### config.mk
export PLATFORM = sky130hd
export DESIGN_NAME = rr_mux_arbiter
export DESIGN_NICKNAME = d
export VERILOG_FILES = /design/src/rtl/rr_mux_arbiter.sv
export SDC_FILE = /design/constraint.sdc
export NUM_CORES = 1
export LEC_CHECK = 0
export ABC_CLOCK_PERIOD_IN_PS = 11200
export CAP_MARGIN = 20
export CELL_PAD_IN_SITES_DETAIL_PLACEMENT = 1
export CELL_PAD_IN_SITES_GLOBAL_PLACEMENT = 2
export CORE_UTILIZATION = 36
export CTS_CLUSTER_DIAMETER = 120
export CTS_CLUSTER_SIZE = 20
export DETAILED_ROUTE_END_ITERATION = 7
export HOLD_SLACK_MARGIN = 0.06
export PLACE_DENSITY = 0.95
export REMOVE_ABC_BUFFERS = 1
export SETUP_SLACK_MARGIN = 0.15
export SYNTH_ARGS = -nofsm -noshare
export SYNTH_HDL_FRONTEND = slang
export SYNTH_SLANG_ARGS = --single-unit
### constraint.sdc
create_clock -name clk -period 11.2 [get_ports clk]
set_input_delay 2.24 -clock clk [delete_from_list [all_inputs] [get_ports clk]]
set_output_delay 2.24 -clock clk [all_outputs]
set_load 0.02 [all_outputs]
### src/rtl/rr_mux_arbiter.sv
`default_nettype none
// ============================================================================
// Module   : rr_mux_arbiter
// Purpose  : round-robin grant of a shared 8:1 single-bit mux with bounded tenure
// Revision : 1.0
// ============================================================================
module rr_mux_arbiter #(
  parameter int N        = 8,
  parameter int SEL_W    = 3,
  parameter int MAX_HOLD = 4
) (
  input  logic             clk,
  input  logic             rst_n,
  input  logic [N-1:0]     req,
  input  logic [N-1:0]     din,
  output logic [SEL_W-1:0] sel,
  output logic [N-1:0]     gnt,
  output logic             dout,
  output logic             dout_valid,
  output logic             busy
);

  typedef enum logic [0:0] {
    IDLE  = 1'b0,
    GRANT = 1'b1
  } state_t;

  localparam logic [3:0] c_max_hold = 4'(MAX_HOLD);

  state_t           state_q, state_d;
  logic [SEL_W-1:0] ptr_q, ptr_d;
  logic [SEL_W-1:0] sel_q, sel_d;
  logic [N-1:0]     gnt_q, gnt_d;
  logic [3:0]       hold_q, hold_d;
  logic             dout_q, dout_d;
  logic             valid_q, valid_d;

  logic [SEL_W-1:0] g_next;
  logic [N-1:0]     others;
  logic [SEL_W-1:0] arb_base;
  logic [N-1:0]     arb_req;
  logic [SEL_W-1:0] arb_idx;
  logic             arb_found;

  assign g_next = sel_q + SEL_W'(1);
  assign others = req & ~(N'(1) << sel_q);

  // In GRANT the search always starts just past the grantee with the grantee
  // masked; on release req[sel] is already low so this also covers that case.
  always_comb begin
    arb_base = ptr_q;
    arb_req  = req;
    if (state_q == GRANT) begin
      arb_base = g_next;
      arb_req  = others;
    end
  end

  // Descending scan so the smallest offset from arb_base wins.
  always_comb begin
    arb_found = 1'b0;
    arb_idx   = '0;
    for (int i = N - 1; i >= 0; i--) begin
      if (arb_req[arb_base + SEL_W'(i)]) begin
        arb_found = 1'b1;
        arb_idx   = arb_base + SEL_W'(i);
      end
    end
  end

  always_comb begin
    state_d = state_q;
    ptr_d   = ptr_q;
    sel_d   = sel_q;
    gnt_d   = gnt_q;
    hold_d  = hold_q;
    dout_d  = din[sel_q];
    valid_d = (state_q == GRANT) && req[sel_q];

    case (state_q)
      IDLE: begin
        if (arb_found) begin
          state_d = GRANT;
          sel_d   = arb_idx;
          gnt_d   = N'(1) << arb_idx;
          hold_d  = 4'd1;
        end
      end
      GRANT: begin
        if (!req[sel_q]) begin
          ptr_d = g_next;
          if (arb_found) begin
            sel_d  = arb_idx;
            gnt_d  = N'(1) << arb_idx;
            hold_d = 4'd1;
          end else begin
            state_d = IDLE;
            gnt_d   = '0;
            hold_d  = '0;
          end
        end else if ((hold_q == c_max_hold) && arb_found) begin
          ptr_d  = g_next;
          sel_d  = arb_idx;
          gnt_d  = N'(1) << arb_idx;
          hold_d = 4'd1;
        end else if (hold_q != c_max_hold) begin
          hold_d = hold_q + 4'd1;
        end
      end
      default: begin
        state_d = IDLE;
        gnt_d   = '0;
      end
    endcase
  end

  always_ff @(posedge clk or negedge rst_n) begin
    if (!rst_n) begin
      state_q <= IDLE;
      ptr_q   <= '0;
      sel_q   <= '0;
      gnt_q   <= '0;
      hold_q  <= '0;
      dout_q  <= 1'b0;
      valid_q <= 1'b0;
    end else begin
      state_q <= state_d;
      ptr_q   <= ptr_d;
      sel_q   <= sel_d;
      gnt_q   <= gnt_d;
      hold_q  <= hold_d;
      dout_q  <= dout_d;
      valid_q <= valid_d;
    end
  end

  assign sel        = sel_q;
  assign gnt        = gnt_q;
  assign dout       = dout_q;
  assign dout_valid = valid_q;
  assign busy       = (state_q == GRANT);

endmodule
`default_nettype wire
* After elaboration in Yosys (flattened, before gate mapping)
Index checks and enable logic that the tools add are counted.
** Word-level totals
- Output and inout port bits :: 14
- Logic and storage cells :: 99
- Bits in registers :: 21
- Bits of input ports :: 18
** Operators by class
- Reduce and logical (&&, ||, !) cells :: 5
- Mux-type cells :: 58
- Add/subtract/negate cells :: 9
- Magnitude comparators :: 9
- Bitwise gates (word level) :: 3
- Eq/ne operators :: 6
- Shift-type cells :: 2
** Operator list (count)
- $mux W3 :: 14
- $mux W8 :: 5
- $lt A3 B4 Y1 const B :: 9
- $bmux W1 S3 :: 10
- $mux W1 :: 21
- $mux W4 :: 4
- $pmux W8 S2 :: 1
- $shl A1 B3 Y8 const A :: 2
- $add A3 B3 Y3 const B :: 4
- $and A8 B8 Y8 :: 1
- $not A8 Y8 :: 1
- $pmux W4 S2 :: 1
- $add A3 B1 Y3 const B :: 2
- $add A3 B2 Y3 const B :: 2
- $pmux W3 S2 :: 1
- $reduce_and A2 Y1 :: 3
- $add A4 B1 Y4 const B :: 1
- $eq A4 B3 Y1 const B :: 1
- $ne A4 B2 Y1 const B :: 1
- $ne A4 B3 Y1 const B :: 1
- $ne A3 B2 Y1 const B :: 1
- $logic_and A1 B1 Y1 :: 2
- $ne A2 B1 Y1 const B :: 1
- $ne A2 B2 Y1 const B :: 1
- other kinds (2) :: 2

* Depth between registers and ports, before layout
Gate-level depths: netlist (run 1).
- Depth after elaboration :: 18
- Mapped depth :: 16
- Gate-level depth less buffers :: 13

* Worst setup path after synthesis (run 1)
Ideal clock, no wire load.
- Path type :: input to register
- Start :: input port req[7]
- End :: register ptr_q[0]
- Path slack :: 7.053 ns
- Arrival time :: 4.019 ns
- Stages on the path :: 8
- Required time :: 11.072 ns
- Library setup time :: 0.128 ns
- Path through :: a21boi_1 mux4_2 nand2_1 o21a_1 nor3b_2 a21oi_1 o21ai_2 mux2_1
** Between the ends
- Cells in the longest elaborated chain, start to end :: 15
** Ends and longest elaborated chain
- start: declaration :: RTL line 14 : input logic [N-1:0] req,
- $and A8 B8 Y8 :: RTL line 46 : assign others = req & ~(N'(1) << sel_q);
- $mux W8 :: RTL line 53 : if (state_q == GRANT) begin
- $bmux W1 S3 :: RTL line 64 : if (arb_req[arb_base + SEL_W'(i)]) begin
- $mux W1 (implied by the code) :: RTL line 64
- $mux W1 (8 in a row) :: RTL line 64
- $logic_and A1 B1 Y1 :: RTL line 101 : end else if ((hold_q == c_max_hold) && arb_found) begin
- $ne A2 B1 Y1 (no line)
- $reduce_and A2 Y1 (no line)
- end signal: assignment :: RTL line 128 : ptr_q <= ptr_d;
- end: declaration :: RTL line 31 : logic [SEL_W-1:0] ptr_q, ptr_d;
Several ways; a longest one is shown, not always the timed one. The select of a mux whose other input is x is not followed.
A chain may end at the register's enable or synchronous reset.

* Final worst setup path (run 1)
- Start :: input port req[3]
- End :: register gnt_q[7], in the netlist gnt[7]
** Between the ends
- Cells in the longest elaborated chain, start to end :: 16
** Ends and longest elaborated chain
- $and A8 B8 Y8 :: RTL line 46
- $mux W8 :: RTL line 53
- $bmux W1 S3 :: RTL line 64
- $mux W1 (implied by the code) :: RTL line 64
- $mux W3 (8 in a row) :: RTL line 64
- $shl A1 B3 Y8 :: RTL line 85, 94, 104
- $mux W8 (on tied branches) :: RTL line 92, 101
- $mux W8 :: RTL line 90 : if (!req[sel_q]) begin
- $pmux W8 S2 :: RTL line 80 : case (state_q)
- end signal: assignment :: RTL line 130 : gnt_q <= gnt_d;
- end: declaration :: RTL line 33 : logic [N-1:0] gnt_q, gnt_d;
Several ways; a longest one is shown, not always the timed one. The select of a mux whose other input is x is not followed.

==> results of run 1 <==
==> cells in the mapped netlist, types with 2 or more instances <==
| library cell | instances | share of area [%] |
|---|---|---|
| a32o_1 | 8 | 3.7 |
| mux4_2 | 7 | 7.3 |
| nand2b_1 | 2 | 0.58 |
| nor2b_1 | 2 | 0.58 |
| and2_1 | 5 | 1.4 |
| nand4_1 | 6 | 1.7 |
| o211ai_1 | 2 | 0.69 |
| a21oi_1 | 16 | 3.7 |
| mux2_1 | 2 | 1.0 |
| o22ai_1 | 2 | 0.58 |
| o211ai_2 | 3 | 1.7 |
| nor2b_2 | 2 | 0.81 |
| clkbuf_1 | 3 | 0.52 |
| inv_1 | 12 | 2.1 |
| o21ai_2 | 3 | 1.2 |
| o21ai_1 | 3 | 0.69 |
| mux2_2 | 3 | 1.6 |
| o311ai_0 | 2 | 0.81 |
| nand2_1 | 26 | 4.5 |
| buf_4 | 3 | 1.0 |
| buf_2 | 5 | 1.2 |
| o2bb2ai_1 | 3 | 1.2 |
| ha_1 | 10 | 5.8 |
| a21o_1 | 5 | 1.7 |
| xnor2_1 | 3 | 1.2 |
| a31oi_1 | 7 | 2.0 |
| o21ai_0 | 9 | 2.1 |
| o21a_1 | 2 | 0.69 |
| nor2_1 | 12 | 2.1 |
| nand3b_1 | 4 | 1.4 |
| mux2i_1 | 2 | 0.93 |
| o2111ai_1 | 3 | 1.2 |
| dfrtp_1 | 21 | 24 |
| a221oi_1 | 5 | 2.0 |
| nand3_1 | 15 | 3.5 |
| a32oi_1 | 2 | 0.81 |
| or3_1 | 2 | 0.58 |
==> sequential cells by signal, summed over array words and instances (netlist names) <==
| name | cells |
|---|---|
| dout_valid | 1 |
| sel | 3 |
| dout | 1 |
| hold_q | 4 |
| ptr_q | 3 |
| busy | 1 |
| gnt | 8 |
==> path summary, 6_finish.rpt <==
| check | slack (ps) | start | end |
|---|---|---|---|
| max in group asynchronous | 8110 | rst_n | ptr_q[1] |
| hold / removal | 490 | ptr_q[1] | ptr_q[1] |
| setup / recovery | 6470 | req[3] | gnt[7] |
| setup reg to reg | 6930 | sel[0] | ptr_q[0] |
| hold reg to reg | 490 | ptr_q[1] | ptr_q[1] |
| min in group asynchronous | 2500 | rst_n | gnt[4] |
==> worst reg2reg max path: stages, from the launching register on <==
cell	delay [ps]
dfrtp_1	690
inv_1	180
ha_1	340
mux2_2	400
ha_1	600
inv_1	170
mux4_2	410
nor2_1	140
o211ai_1	130
a21oi_2	400
a21oi_1	140
o21ai_2	210
mux2_1	360
==> layout make-up <==
class / count / area share (%)
Sequential cell: 21 / 20.6
Clock buffer: 3 / 1.62
Timing Repair Buffer: 32 / 12.5
Clock inverter: 1 / 0.196
Inverter: 13 / 1.92
Multi-Input combinational cell: 200 / 59.6
Tap cell: 72 / 3.54
==> metal layers <==
| metal | vias up | GRT usage, % | routed length, µm |
|---|---|---|---|
| met5 | - | 0 | 0 |
| met4 | 0 | 6.91 | 89 |
| met3 | 10 | 1.03 | 212 |
| met2 | 38 | 39.1 | 3210 |
| met1 | 1047 | 29.0 | 2960 |
| li1 | 1004 | - | - |
==> cells by family (layout without fill, tap and decap cells) <==
| logic type | count (synthesis) | after routing | share of synthesized area, % |
|---|---|---|---|
| AND/OR/NAND/NOR | 83 | 83 | 20.1 |
| AO/OA/AOI/OAI | 88 | 88 | 31.2 |
| XOR/XNOR | 4 | 4 | 1.62 |
| flip-flops | 21 | 21 | 24.3 |
| multiplexers | 15 | 15 | 11.5 |
| adder cells (fa/ha/maj) | 10 | 10 | 5.78 |
| buffers and inverters | 25 | 49 | 5.49 |
==> metrics by stage <==
stage / cells / cell area [µm²]
floorplan: 234 / 2090
global placement: 337 / 2490
detailed placement: 337 / 2490
CTS: 341 / 2540
global route: 342 / 2550
finish: 342 / 2550
==> impl_metrics.json, run 1 <==
{
  "area_growth_pct": 17.8,
  "synth_cell_types": 61,
  "yosys_warnings": 0,
  "clock_sinks": 21,
  "grt_use_total_pct": 22.2,
  "worstSetupEndpointType": "register",
  "wire_per_inst_um": 18.9,
  "grt_pass1_vias": 2208,
  "drc": 0,
  "num_vias": 2099,
  "critPathKind": "in -> reg",
  "synth_edf_count": 0,
  "drt_iter0_drc": 98,
  "fmax_mhz": 211,
  "die_h_um": 79.5,
  "grt_max_degree": 26,
  "final_core_util_pct": 45.2,
  "path_depth": 10,
  "rr_worst_depth": 12,
  "slew_headroom_pct": 31.4,
  "antenna_cells": 0,
  "dp_slack_ps": 6210,
  "layout.nets": 299,
  "cts_inserted_buffers": 3,
  "outcome": "finished, final reports clean",
  "path_cells": "clkdlybuf4s50_1, a21boi_0, o21ai_0, nand3_1, a21oi_1, o31ai_1, or3_1, o2111ai_1, and3_1, a32o_1",
  "cp.arrival_ps": 4890,
  "holdBufCountCts": 0,
  "die_w_um": 79.5,
  "yosys_most_used_dff": "dfrtp_1",
  "cp_top_family": "compound AO/OA/AOI/OAI gates",
  "final_cell_mix": "31 x clkdlybuf4s50_1, 26 x nand2_1, 21 x dfrtp_1, 16 x a21oi_1, 15 x nand3_1",
  "dieArea_mm2": 0.00632,
  "yosysSeqAreaShare_pct": 24.3,
  "async_flop_share_pct": 100,
  "holdPathStages": 1,
  "hold_path_class": "reg -> reg",
  "grt_antenna_before_repair": 0,
  "io_pins": 32,
  "initial_core_util_pct": 38.3,
  "final.period_utilization_pct": 42.2,
  "rsz0062_at_grt": "no",
  "layout-drive-gt1-share_pct": 12.2,
  "wirelength_um": 6470,
  "synth_seq_cells": 21,
  "post-dp-hpwl_um": 4930,
  "multiInputGateArea_mm2": 0.00152,
  "synthesis.area_mm2": 0.00216,
  "cts_root_buf": "clkbuf_8",
  "worstMarginPinSlew_ps": 1030,
  "gp_congestion": 0.897,
  "portBuffers": 31,
  "clock_tree.buffer_depth": 2,
  "setup_violations": 0,
  "dr.pass1.iters": 4,
  "syn_inst": 246,
  "overflow": 0,
  "required_ps": 11360,
  "ant_nets": 0,
  "regArea_um2": 526,
  "cts_tree": "yes",
  "tns_ps": 0,
  "cp_max_fo": 5,
  "critPathMaxStageDelay_ps": 460,
  "grt_pass1_wl_um": 11100,
  "h-tree-depth": 1,
  "hold_viol_final": 0,
  "syn_avg_cell_area_um2": 8.79,
  "crit_path_top_delay_cell": "clkdlybuf4s50_1",
  "path_buf_inv": 1,
  "viasPerCell": 6.14,
  "layout_commonest_cell": "clkdlybuf4s50_1",
  "maxCapViolations": 0,
  "fillCellCount": 650,
  "clock_skew_ps": 5.59,
  "coreArea_mm2": 0.00564,
  "cts-resized-gates": 0,
  "worstSkewPairLatency_ps": 270,
  "path_clk_slew_ps": 80,
  "period_needed_ps": 4730,
  "setup_ws_ps": 6470,
  "startpoint_type": "primary input",
  "fin_hold_ws_ps": 492,
  "drv_slew": 0,
  "num_rows": 27,
  "cts_setup_buffers": 0
}
Power of run 1 is not shown: default switching activity piles up to over one toggle a cycle in this logic, so the estimate is an artifact.
==> inputs of run 2 (changes only) <==
--- a/config.mk
+++ b/config.mk
@@ -5,16 +5,16 @@
 export SDC_FILE = /design/constraint.sdc
 export NUM_CORES = 1
 export LEC_CHECK = 0
-export ABC_CLOCK_PERIOD_IN_PS = 11200
+export ABC_CLOCK_PERIOD_IN_PS = 4300
 export CAP_MARGIN = 20
 export CELL_PAD_IN_SITES_DETAIL_PLACEMENT = 1
 export CELL_PAD_IN_SITES_GLOBAL_PLACEMENT = 2
-export CORE_UTILIZATION = 36
+export CORE_UTILIZATION = 30
 export CTS_CLUSTER_DIAMETER = 120
 export CTS_CLUSTER_SIZE = 20
 export DETAILED_ROUTE_END_ITERATION = 7
 export HOLD_SLACK_MARGIN = 0.06
-export PLACE_DENSITY = 0.95
+export PLACE_DENSITY = 0.86
 export REMOVE_ABC_BUFFERS = 1
 export SETUP_SLACK_MARGIN = 0.15
 export SYNTH_ARGS = -nofsm -noshare
==> constraint.sdc (replaced) <==
create_clock -name clk -period 4.3 [get_ports clk]
set_input_delay 0.86 -clock clk [delete_from_list [all_inputs] [get_ports clk]]
set_output_delay 0.86 -clock clk [all_outputs]
set_load 0.02 [all_outputs]
==> impl_metrics.json, run 2 (synthesized netlist as in run 1, its figures left out) <==
{
  "drc": 0,
  "final_cell_mix": "31 x clkdlybuf4s50_1, 26 x nand2_1, 20 x dfrtp_1, 16 x a21oi_1, 15 x nand3_1",
  "drt_iter0_drc": 128,
  "overflow": 0,
  "hold_path_class": "reg -> reg",
  "cts_tree": "yes",
  "viasPerCell": 5.72,
  "path_cells": "nor2b_4, nor2_4, inv_2, ha_1, inv_1, mux4_2, nor2_1, o211ai_1, a21oi_2, a21oi_1, o21ai_2, mux2_1",
  "ant_nets": 0,
  "grt_max_degree": 22,
  "post-dp-hpwl_um": 4980,
  "cts_inserted_buffers": 3,
  "r2r-end": "ptr_q[1]",
  "grt_pass1_vias": 2177,
  "crit_end": "ptr_q[1]",
  "tns_ps": 0,
  "cp_top_family": "compound AO/OA/AOI/OAI gates",
  "required_ps": 4450,
  "layout.nets": 307,
  "layout-drive-gt1-share_pct": 15.1,
  "fmax_mhz": 263,
  "layout_commonest_cell": "clkdlybuf4s50_1",
  "final.period_utilization_pct": 88.4,
  "area_growth_pct": 22.1,
  "rrSetupSlack_ps": 500,
  "antenna_cells": 0,
  "rsz0062_at_grt": "no",
  "worstSkewPairLatency_ps": 260,
  "dr.pass1.iters": 4,
  "grt_use_total_pct": 18.3,
  "cp_max_fo": 16,
  "die_h_um": 86.9,
  "clock_skew_ps": 6.65,
  "rr_worst_depth": 12,
  "path_depth": 12,
  "worstMarginPinSlew_ps": 919,
  "die_w_um": 86.9,
  "startpoint": "busy",
  "path_clk_slew_ps": 80,
  "wire_per_inst_um": 17.4,
  "grt_antenna_before_repair": 0,
  "startpoint_type": "register",
  "setup_violations": 0,
  "wirelength_um": 6510,
  "num_rows": 30,
  "slew_headroom_pct": 38.5,
  "cts_root_buf": "clkbuf_8",
  "hold_viol_final": 0,
  "io_pins": 32,
  "num_vias": 2139,
  "clock_tree.buffer_depth": 2,
  "coreArea_mm2": 0.00687,
  "holdPathStages": 1,
  "clock_sinks": 21,
  "h-tree-depth": 1,
  "period_needed_ps": 3800,
  "fillCellCount": 806,
  "portBuffers": 31,
  "path_buf_inv": 2,
  "crit-reg2reg-launch": "busy",
  "cp.arrival_ps": 3950,
  "worstSetupEndpointType": "register",
  "grt_pass1_wl_um": 10800,
  "gp_congestion": 0.845,
  "critPathMaxStageDelay_ps": 530,
  "crit_path_top_delay_cell": "dfrtp_2",
  "maxCapViolations": 0,
  "outcome": "finished, final reports clean",
  "initial_core_util_pct": 31.5,
  "largest_reg_flops": 8,
  "drv_slew": 0,
  "dieArea_mm2": 0.00756,
  "critPathKind": "reg -> reg"
}
-- run 2: cell types whose count changed in the layout (fill, tap and decap cells not counted) --
cell | before | now
clkinvlp_4 | 0 | 1
dfrtp_1 | 21 | 20
dfrtp_2 | 0 | 1
buf_4 | 1 | 9
clkinv_2 | 1 | 0
-- run 2: worst min path at each step --
stage,startpoint,endpoint,slack [ps]
after floorplan,ptr_q[1],ptr_q[1],460
after global placement,ptr_q[1],ptr_q[1],480
after detailed placement,gnt[6],gnt[6],480
after CTS,gnt[6],gnt[6],510
after global routing,ptr_q[1],ptr_q[1],530
final,gnt[4],gnt[4],510
-- run 2: layout make-up --
type	instances	area, µm²	share of cell area, %
clock buffers	3	41.3	1.56
flip-flops and latches	21	527	19.9
inverters	13	48.8	1.85
repair buffers	40	378	14.3
clock inverters	1	7.51	0.284
well taps	96	120	4.55
multi-input cells	200	1520	57.5
-- run 2: layer usage --
| metal | track usage, % | wire, µm |
|---|---|---|
| met5 | 0 | 0 |
| met4 | 3.18 | 48 |
| met3 | 0.948 | 274 |
| met2 | 32.6 | 3150 |
| met1 | 24.7 | 3040 |
-- run 2: per-stage QoR --
stage	util, %	hold slack [ps]	area, µm²	worst slack (ps)	cells
after detailed placement	37.5	480	2580	335	368
after global placement	37.5	476	2580	439	368
after floorplan	-	460	2090	652	234
after CTS	38.2	511	2630	272	372
after global routing	38.5	530	2640	212	374
final	38.5	505	2640	497	374
-- run 2: timing repair --
item | 4_1_cts | 5_1_grt
resized for setup | 0 | 1
buffers inserted | 0 | 2
hold buffers | 0 | 0
setup endpoints to repair | 0 | 15
Power of run 2 is left out for the same reason.
